### src/rtl/icache_fetch_ctrl_if.sv
`default_nettype none
// ============================================================================
// Module      : icache_fetch_ctrl_if
// Description : Fetch-side and refill-side signal bundle of the instruction
//               cache controller. The master modport is the environment
//               (fetch stage and instruction memory); the slave modport is the
//               cache controller itself.
// Revision    : 1.0 - initial release
// ============================================================================
interface icache_fetch_ctrl_if;
    logic [31:0] pc;
    logic        flush;
    logic [31:0] instruction;
    logic [31:0] adder_out;
    logic        hit;
    logic        mem_req;
    logic [31:0] mem_addr;
    logic [31:0] mem_rdata;
    logic        mem_valid;

    modport master (
        output pc, flush, mem_rdata, mem_valid,
        input  instruction, adder_out, hit, mem_req, mem_addr
    );

    modport slave (
        input  pc, flush, mem_rdata, mem_valid,
        output instruction, adder_out, hit, mem_req, mem_addr
    );
endinterface
`default_nettype wire

### src/rtl/icache_fetch_ctrl.sv
`default_nettype none
// ============================================================================
// Module      : icache_fetch_ctrl
// Description : Direct-mapped instruction cache in front of the IF/ID
//               register. Hit/instruction/pc+4 are combinational; a miss
//               starts a whole-line burst refill from instruction memory.
// Revision    : 1.0 - initial release
// ============================================================================
module icache_fetch_ctrl #(
    parameter int LINES = 16,
    parameter int WORDS = 4
) (
    input  logic               clk,
    input  logic               rstn,
    icache_fetch_ctrl_if.slave bus
);
    localparam int OFF = $clog2(WORDS);
    localparam int IDX = $clog2(LINES);
    localparam int TAG = 30 - OFF - IDX;
    localparam int LA  = 30 - OFF;          // width of a line address
    localparam logic [OFF-1:0] LAST_BEAT = OFF'(WORDS - 1);

    typedef enum logic [0:0] {
        IDLE   = 1'b0,
        REFILL = 1'b1
    } state_t;

    state_t state;
    state_t next_state;

    // Tag and data storage are deliberately not reset; the valid bits gate them.
    logic [LINES-1:0] valid;
    logic [TAG-1:0]   tag_mem  [LINES];
    logic [31:0]      data_mem [LINES][WORDS];

    logic [LA-1:0]    line_addr;            // line being refilled
    logic [OFF-1:0]   beat;
    logic             flush_seen;           // flush arrived during this refill

    logic [OFF-1:0]   pc_off;
    logic [IDX-1:0]   pc_idx;
    logic [TAG-1:0]   pc_tag;
    logic [IDX-1:0]   fill_idx;
    logic [TAG-1:0]   fill_tag;
    logic             hit_now;
    logic             accept;
    logic             last_beat;
    logic             unused_pc_bits;

    assign pc_off    = bus.pc[OFF+1:2];
    assign pc_idx    = bus.pc[OFF+IDX+1:OFF+2];
    assign pc_tag    = bus.pc[31:OFF+IDX+2];
    assign fill_idx  = line_addr[IDX-1:0];
    assign fill_tag  = line_addr[LA-1:IDX];

    // Byte offset within the word is irrelevant to a word-organised cache.
    assign unused_pc_bits = &{1'b0, bus.pc[1:0]};

    // A hit is only reported while idle, so a line never hits half-filled.
    assign hit_now   = (state == IDLE) && valid[pc_idx] && (tag_mem[pc_idx] == pc_tag);
    assign accept    = (state == REFILL) && bus.mem_valid;
    assign last_beat = accept && (beat == LAST_BEAT);

    assign bus.hit         = hit_now;
    assign bus.instruction = hit_now ? data_mem[pc_idx][pc_off] : 32'd0;
    assign bus.adder_out   = bus.pc + 32'd4;
    assign bus.mem_req     = (state == REFILL);
    assign bus.mem_addr    = (state == REFILL) ? {line_addr, beat, 2'b00} : 32'd0;

    // State register.
    always_ff @(posedge clk or negedge rstn) begin
        if (!rstn) begin
            state <= IDLE;
        end else begin
            state <= next_state;
        end
    end

    // Next-state decode: a miss without flush starts a refill; the final beat ends it.
    always_comb begin
        next_state = state;
        case (state)
            IDLE:    if (!hit_now && !bus.flush) next_state = REFILL;
            REFILL:  if (last_beat)              next_state = IDLE;
            default: next_state = IDLE;
        endcase
    end

    // Control datapath: valid bits, refill address, beat counter, pending flush.
    always_ff @(posedge clk or negedge rstn) begin
        if (!rstn) begin
            valid      <= '0;
            line_addr  <= '0;
            beat       <= '0;
            flush_seen <= 1'b0;
        end else begin
            case (state)
                IDLE: begin
                    if (bus.flush) begin
                        valid <= '0;
                    end else if (!hit_now) begin
                        line_addr      <= bus.pc[31:OFF+2];
                        beat           <= '0;
                        flush_seen     <= 1'b0;
                        valid[pc_idx]  <= 1'b0;
                    end
                end
                REFILL: begin
                    // beat wraps back to zero exactly on the final beat
                    if (accept) begin
                        beat <= beat + OFF'(1);
                    end
                    if (bus.flush) begin
                        valid      <= '0;
                        flush_seen <= 1'b1;
                    end else if (last_beat && !flush_seen) begin
                        valid[fill_idx] <= 1'b1;
                    end
                end
                default: ;
            endcase
        end
    end

    // Storage writes: each accepted beat fills one word, the last also writes the tag.
    always_ff @(posedge clk) begin
        if (accept) begin
            data_mem[fill_idx][beat] <= bus.mem_rdata;
        end
        if (last_beat) begin
            tag_mem[fill_idx] <= fill_tag;
        end
    end
endmodule
`default_nettype wire

### src/flat_wrapper.sv
// flat-port wrapper written by rule: the top's interface ports become plain ports
module icache_fetch_ctrl_flat 
#(
    parameter int LINES = 16,
    parameter int WORDS = 4
)
  (clk, rstn, bus_pc, bus_flush, bus_mem_rdata, bus_mem_valid, bus_instruction, bus_adder_out, bus_hit, bus_mem_req, bus_mem_addr);
  icache_fetch_ctrl_if bus_i ();
  input  logic clk;
  input  logic rstn;
  input wire logic [$bits(bus_i.pc)-1:0] bus_pc;
  input wire logic [$bits(bus_i.flush)-1:0] bus_flush;
  input wire logic [$bits(bus_i.mem_rdata)-1:0] bus_mem_rdata;
  input wire logic [$bits(bus_i.mem_valid)-1:0] bus_mem_valid;
  output wire logic [$bits(bus_i.instruction)-1:0] bus_instruction;
  output wire logic [$bits(bus_i.adder_out)-1:0] bus_adder_out;
  output wire logic [$bits(bus_i.hit)-1:0] bus_hit;
  output wire logic [$bits(bus_i.mem_req)-1:0] bus_mem_req;
  output wire logic [$bits(bus_i.mem_addr)-1:0] bus_mem_addr;
  assign bus_i.pc = bus_pc;
  assign bus_i.flush = bus_flush;
  assign bus_i.mem_rdata = bus_mem_rdata;
  assign bus_i.mem_valid = bus_mem_valid;
  assign bus_instruction = bus_i.instruction;
  assign bus_adder_out = bus_i.adder_out;
  assign bus_hit = bus_i.hit;
  assign bus_mem_req = bus_i.mem_req;
  assign bus_mem_addr = bus_i.mem_addr;
  icache_fetch_ctrl #(.LINES(LINES), .WORDS(WORDS)) u_core (.clk(clk), .rstn(rstn), .bus(bus_i));
endmodule
### config.mk
export PLATFORM = sky130hd
export DESIGN_NAME = icache_fetch_ctrl_flat
export DESIGN_NICKNAME = d
export VERILOG_FILES = /design/src/rtl/icache_fetch_ctrl_if.sv /design/src/rtl/icache_fetch_ctrl.sv /design/src/flat_wrapper.sv
export SDC_FILE = /design/constraint.sdc
export NUM_CORES = 2
export LEC_CHECK = 0
export CELL_PAD_IN_SITES_DETAIL_PLACEMENT = 0
export CELL_PAD_IN_SITES_GLOBAL_PLACEMENT = 1
export CORE_MARGIN = 1
export CORE_UTILIZATION = 30
export CTS_BUF_LIST = sky130_fd_sc_hd__clkbuf_2
export CTS_CLUSTER_DIAMETER = 150
export DETAILED_ROUTE_END_ITERATION = 12
export GPL_TIMING_DRIVEN = 0
export PLACE_DENSITY = 0.44
export SETUP_SLACK_MARGIN = 0.05
export SYNTH_ARGS = -nofsm -noshare
export SYNTH_HDL_FRONTEND = slang
export SYNTH_SLANG_ARGS = --single-unit
export TNS_END_PERCENT = 100
### constraint.sdc
create_clock -name clk -period 11.9 [get_ports clk]
set_input_delay 2.975 -clock clk [delete_from_list [all_inputs] [get_ports clk]]
set_output_delay 2.975 -clock clk [all_outputs]
set_load 0.1 [all_outputs]
Word level (Yosys, flattened, before mapping)
Memories as Yosys holds them, arrays and structs flattened.
Index checks and enable logic that the tools add are counted.
W data, S select, Z words.
Storage, ports and cells
  register bits: 48
  bits in writable memories: 2432
  input port bits: 68
  output and inout port bits: 98
  word-level logic and storage cells: 81
  memories: 2
Cells by class
  add/sub/neg operators: 2
  $lt $le $gt $ge: 7
  eq/ne operators: 8
  muxes and demuxes: 33
  bitwise operators: 8
  reductions and logical operators: 16
Memory list
  u_core.data_mem: depth 16, width 128, rd ports 1, clocked after Yosys merged registers in 0, wr ports 1, line icache_fetch_ctrl.sv:34  | logic [31:0] data_mem [LINES][WORDS];
  u_core.tag_mem: depth 16, width 24, rd ports 1, clocked after Yosys merged registers in 0, wr ports 1, line icache_fetch_ctrl.sv:33  | logic [TAG-1:0] tag_mem [LINES];
Operator list (count)
  $mux W32: 5
  $mux W128: 1
  $bmux W32 S2: 1
  $demux W32 S2: 1
  $mux W16: 4
  $add A32 B3 Y32 const B: 1
  $pmux W16 S2: 1
  $eq A24 B24 Y1: 1
  $and A16 B16 Y16: 1
  $not A16 Y16: 1
  $or A16 B16 Y16: 1
  $mux W1: 11
  $lt A4 B5 Y1 const B: 2
  $logic_and A1 B1 Y1: 9
  $reduce_and A3 Y1: 3
  $demux W1 S4: 2
  $ge A4 B1 Y1 const B: 2
  $ne A2 B2 Y1 const B: 4
  $ge A3 B3 Y1 const B: 2
  $mux W2: 3
  $ne A3 B3 Y1 const B: 2
  $not A2 Y3: 2
  $bmux W1 S4: 1
  $pmux W1 S2: 2
  other kinds (7): 11

Depth between registers and ports, before layout
  word-level depth: 9
  mapped depth: 16
  gate-level depth less buffers: 9

Least setup slack after synthesis
No wires, ideal clock.
  path type: input to output
  start: input port bus_pc[5]
  end: output port bus_adder_out[29]
  data arrival time: 7.071 ns
  data required time: 8.925 ns
  slack: 1.854 ns
  stages: 14
  path buffers: 7
  cell sequence: buf_4 -> buf_2 -> buf_4 -> buf_2 -> buf_4 -> clkbuf_1 -> buf_4 -> nand2_1 -> nor2_1 -> and4_1 -> nand4_1 -> nor2_1 -> nand3_1 -> xnor2_1
Between the ends
  longest elaborated chain between the ends: 1
Ends and longest elaborated chain
  start, declared: line flat_wrapper.sv:11  | input wire logic [$bits(bus_i.pc)-1:0] bus_pc;
  $add A32 B3 Y32: line icache_fetch_ctrl.sv:66  | assign bus.adder_out = bus.pc + 32'd4;
  end, declared: line flat_wrapper.sv:16  | output wire logic [$bits(bus_i.adder_out)-1:0] bus_adder_out;
Every way passes these cells.

Final worst setup path
  start: input port bus_pc[6]
  end: output port bus_instruction[3]
Between the ends
  longest elaborated chain between the ends: 5
  elaborated cells between the ends (all ways): 11
  classes of those cells: eq/ne (1); mux (6); reduce/logical (2); memory (2)
Ends and longest elaborated chain
  $mem_v2 Z16 W128 or $bmux W1 S4 (tied branches)
  $bmux W32 S2 or $mux W1 (tied branches): line icache_fetch_ctrl.sv:65, icache_fetch_ctrl.sv:60
  $mux W32 (implied by the code) or $logic_and A1 B1 Y1 (tied branches) (2 in series): line icache_fetch_ctrl.sv:65, icache_fetch_ctrl.sv:60
  $mux W32 *: line icache_fetch_ctrl.sv:65  | assign bus.instruction = hit_now ? data_mem[pc_idx][pc_off] : 32'd0;
  end, declared: line flat_wrapper.sv:15  | output wire logic [$bits(bus_i.instruction)-1:0] bus_instruction;
Every way passes the cells marked *; elsewhere a longest branch is shown, timed or not. The select of a mux whose other input is x is not followed.

==> summary.txt <==
Outcome
  • Status: finished clean

Synthesis
  • Largest family of logic cells by synthesized area: multiplexers
  • Synth top area share: 75.8%
  • Register bit total from synthesis: 2480
  • Area leader, netlist: edfxtp_1
  • Syn Area/Cell: 23.8 um^2
  • Post-synth EDFFs: 2432
  • Post-synthesis xor/xnor area fraction: 0.482%
  • Count leader, synth: edfxtp_1
  • Sequential area share after synthesis: 77.0%
  • Async SR Flop Fraction: under 10%
  • Synth top area cells: edfxtp_1 (76%), mux4_2 (18%), dfrtp_1 (1.2%)
  • Yosys warnings: 0
  • Post-synthesis compound-gate area fraction: less than 1%
  • Post-Syn Area: 0.0964 mm^2
  • Primary FF master, synth: edfxtp_1
  • Cell variety after synth: 67
  • Post-Syn Instances: ~4.1k
  • List of most frequent post-synthesis cells: edfxtp_1 (2432), mux4_2 (759), clkbuf_1 (105)
  • Post-synthesis adder-cell area fraction: 0.0649%
  • Post-synthesis mux area share: 18.8%
  • Simple logic cell fraction of the synthesized area: 1.71%

Pwr
  • Leakage power: roughly 36 nW
  • VDD IR max: about 0.23 mV
  • Power Dens Cells: 171 mW/mm^2

GRT
  • Largest net degree at the start of global routing: between 60 and 70
  • Remaining global-route overflow: 0
  • All-Layer GR Usage: approximately a fifth
  • Antenna violations before repair: 53
  • First-pass GRT wire length: 435000 um
  • Vias in the first global route: 51.0k

Critical path
  • Crit path arrival time: around 8700 ps
  • Crit Path Max Fanout: 10
  • R2R setup slack: between 7000 and 8000 ps
  • Crit path capture type: output pin
  • Worst Setup Start Kind: input port
  • Reg2Reg Depth: 6
  • Critical Path RT: 8930 ps
  • Reg-to-Reg Start: u_core.bus.mem_req
  • CP Class: input port to output pin
  • Worst reg2reg path endpoint: u_core.data_mem[15][87]

Die
  • Rows: 207
  • Die Y: 569 um
  • Die Width: 569 um
  • Die area: between 0.3 and 0.4 mm^2
  • Initial core utilization: 30.2%
  • I/O Pins: around 170
  • Core area: ~0.32 mm^2

Clock network
  • Clk buf depth: 4
  • Worst-Skew Late Latency: between 2000 and 2500 ps
  • Cts bufs inserted: between 600 and 700
  • Clk sinks: roughly 2.5k
  • Hold_buf cts: 0
  • Postcts setup bufs: 0
  • Htree depth: 6
  • Root buffer cell: clkbuf_2
  • CTS tree: done
  • Clock slew at reported path FFs: 100 ps

Finish
  • Final std cells w/o fill: 9806
  • Final net count: 5083
  • Fill count: 30.0k
  • Synth-to-Final Area Change: 17.0%
  • Fraction of layout cells with a size suffix above 1: 41.4%
  • Fin util: 35.4%

STA
  • Worst-Margin Slew: 1340 ps
  • Final Critical Period: 11700 ps
  • Fmax: 85.5 MHz
  • Final worst slack: 200 ps
  • Hold Vio Cnt, Final: 0
  • Final setup viols: 0
  • Max-slew violations: 0
  • Final worst path period share: 98.3%
  • Relative slew slack: a little over a tenth
  • RSZ-0062 raised after global routing: false
  • Post-route clock skew: approximately 140 ps

Routing
  • Via count: 48.4k
  • Post-route DRC: 0
  • Avg Vias per Cell: roughly 5
  • Starting DRT DRC Count: 5090
  • Post-route ant nets: 0
  • Detailed Route WL: around 320000 um
  • Routed len/inst: 32.7 um
  • First drt pass iteration count: 5

Worst hold path
  • HP Start: u_core.flush_seen
  • Hold Path End: u_core.flush_seen
  • HP Class: flop to flop
  • Hold Path Depth: 2

Place
  • Dpl ws: -1640 ps
  • GPL Wtd Cong: a little under 0.8
  • Detailed placement HPWL: 216000 um
  • PortBufs: 150
  • Placed cells: roughly 8.6k

Flow run
  • Max-cap violations: 0
## layout by cell type (no fill, tap or decap), types with 27 or more instances in the layout
| cell | n |
|---|---|
| clkbuf_1 | 67 |
| buf_12 | 96 |
| dfrtp_1 | 48 |
| edfxtp_1 | 2432 |
| nor2_1 | 29 |
| mux2_4 | 27 |
| xnor2_1 | 35 |
| nor2_4 | 64 |
| clkdlybuf4s50_1 | 72 |
| clkinv_1 | 89 |
| mux2i_1 | 54 |
| clkbuf_2 | 1062 |
| mux4_2 | 759 |
| buf_4 | 34 |
| buf_2 | 84 |
| buf_16 | 30 |
| and2_1 | 66 |
| nand2_1 | 77 |
## area by class of cell
type                    instances  area, um^2  area share (%)
flip-flops and latches       2480       74200            65.9
multi-input cells            1339       21500            19.1
well taps                    4284        5360            4.76
clock buffers                1016        5080            4.51
repair buffers                276        4050            3.60
plain buffers                 228        1230            1.10
clock inverters               154        1150            1.02
inverters                      12        45.0          0.0400
diodes                         17        42.5          0.0377
## worst max-delay path by stage
stage	from	end	slack [ps]	cells past startpoint
after floorplan	bus_pc[5]	bus_adder_out[29]	1850	14
after global routing	bus_pc[6]	bus_instruction[16]	50	16
final	bus_pc[6]	bus_instruction[3]	200	16
after detailed placement	bus_pc[5]	bus_adder_out[30]	-1640	16
after global placement	bus_pc[7]	bus_instruction[0]	-2440	11
after CTS	bus_pc[6]	bus_instruction[10]	50	16
## sequential cells by signal (all words and copies together) (netlist names)
| signal | cells |
|---|---|
| u_core.data_mem | 2048 |
| u_core.beat | 2 |
| u_core.line_addr | 28 |
| u_core.tag_mem | 384 |
| u_core.flush_seen | 1 |
| u_core.valid | 16 |
| u_core.bus.mem_req | 1 |
## metrics by stage
step / cell area (um^2) / hold slack (ps) / setup TNS [ps] / total power (W)
detailed placement: 106000 / 525 / -49500 / 0.0132
finish: 113000 / 556 / 0 / 0.0193
floorplan: 96400 / 477 / 0 / 0.0119
CTS: 113000 / 436 / 0 / 0.0196
global route: 113000 / 581 / 0 / 0.0201
global placement: 103000 / 519 / -87470 / 0.0131
## routing by layer
| metal | track usage, % | wire length (um) | vias up |
|---|---|---|---|
| met4 | 5.16 | 6660 | 20 |
| met2 | 31.9 | 153000 | 1679 |
| met1 | 27.3 | 142000 | 26500 |
| li1 | - | - | 19800 |
| met3 | 3.82 | 18500 | 467 |
| met5 | 0.223 | 222 | - |
## repair_timing
action                     CTS  global route
setup endpoints to repair   57            23
pin swaps                    0             0
gates resized for setup    131            32
## worst max-delay path, stage by stage
cell             delay [ps]
clkdlybuf4s50_1         590
buf_2                   350
buf_2                   480
clkbuf_2                480
mux4_2                  360
mux2i_1                 250
xnor2_1                 220
o21ai_1                 270
nand4_1                 160
nor4_2                  440
nand3_1                 190
inv_2                   330
buf_4                   370
buf_2                   230
and2_1                  140
clkdlybuf4s15_1         830
## power breakdown
part / leakage [nW] / switching, W / internal (W)
combinational: 8.99 / 0.00187 / 0.000779
clock: 4.77 / 0.00367 / 0.00264
sequential: 22.5 / 0.000285 / 0.0101
## cell families after synthesis
kind of cell | count (synthesis)
AOI/OAI and AO/OA | 104
muxes | 843
adders and majority gates | 5
buffers and inverters | 240
and+or+nand+nor | 332
other | 1
DFF | 2480
xor gates and xnor gates | 53
Note: power is estimated with default switching activity, not from simulation.
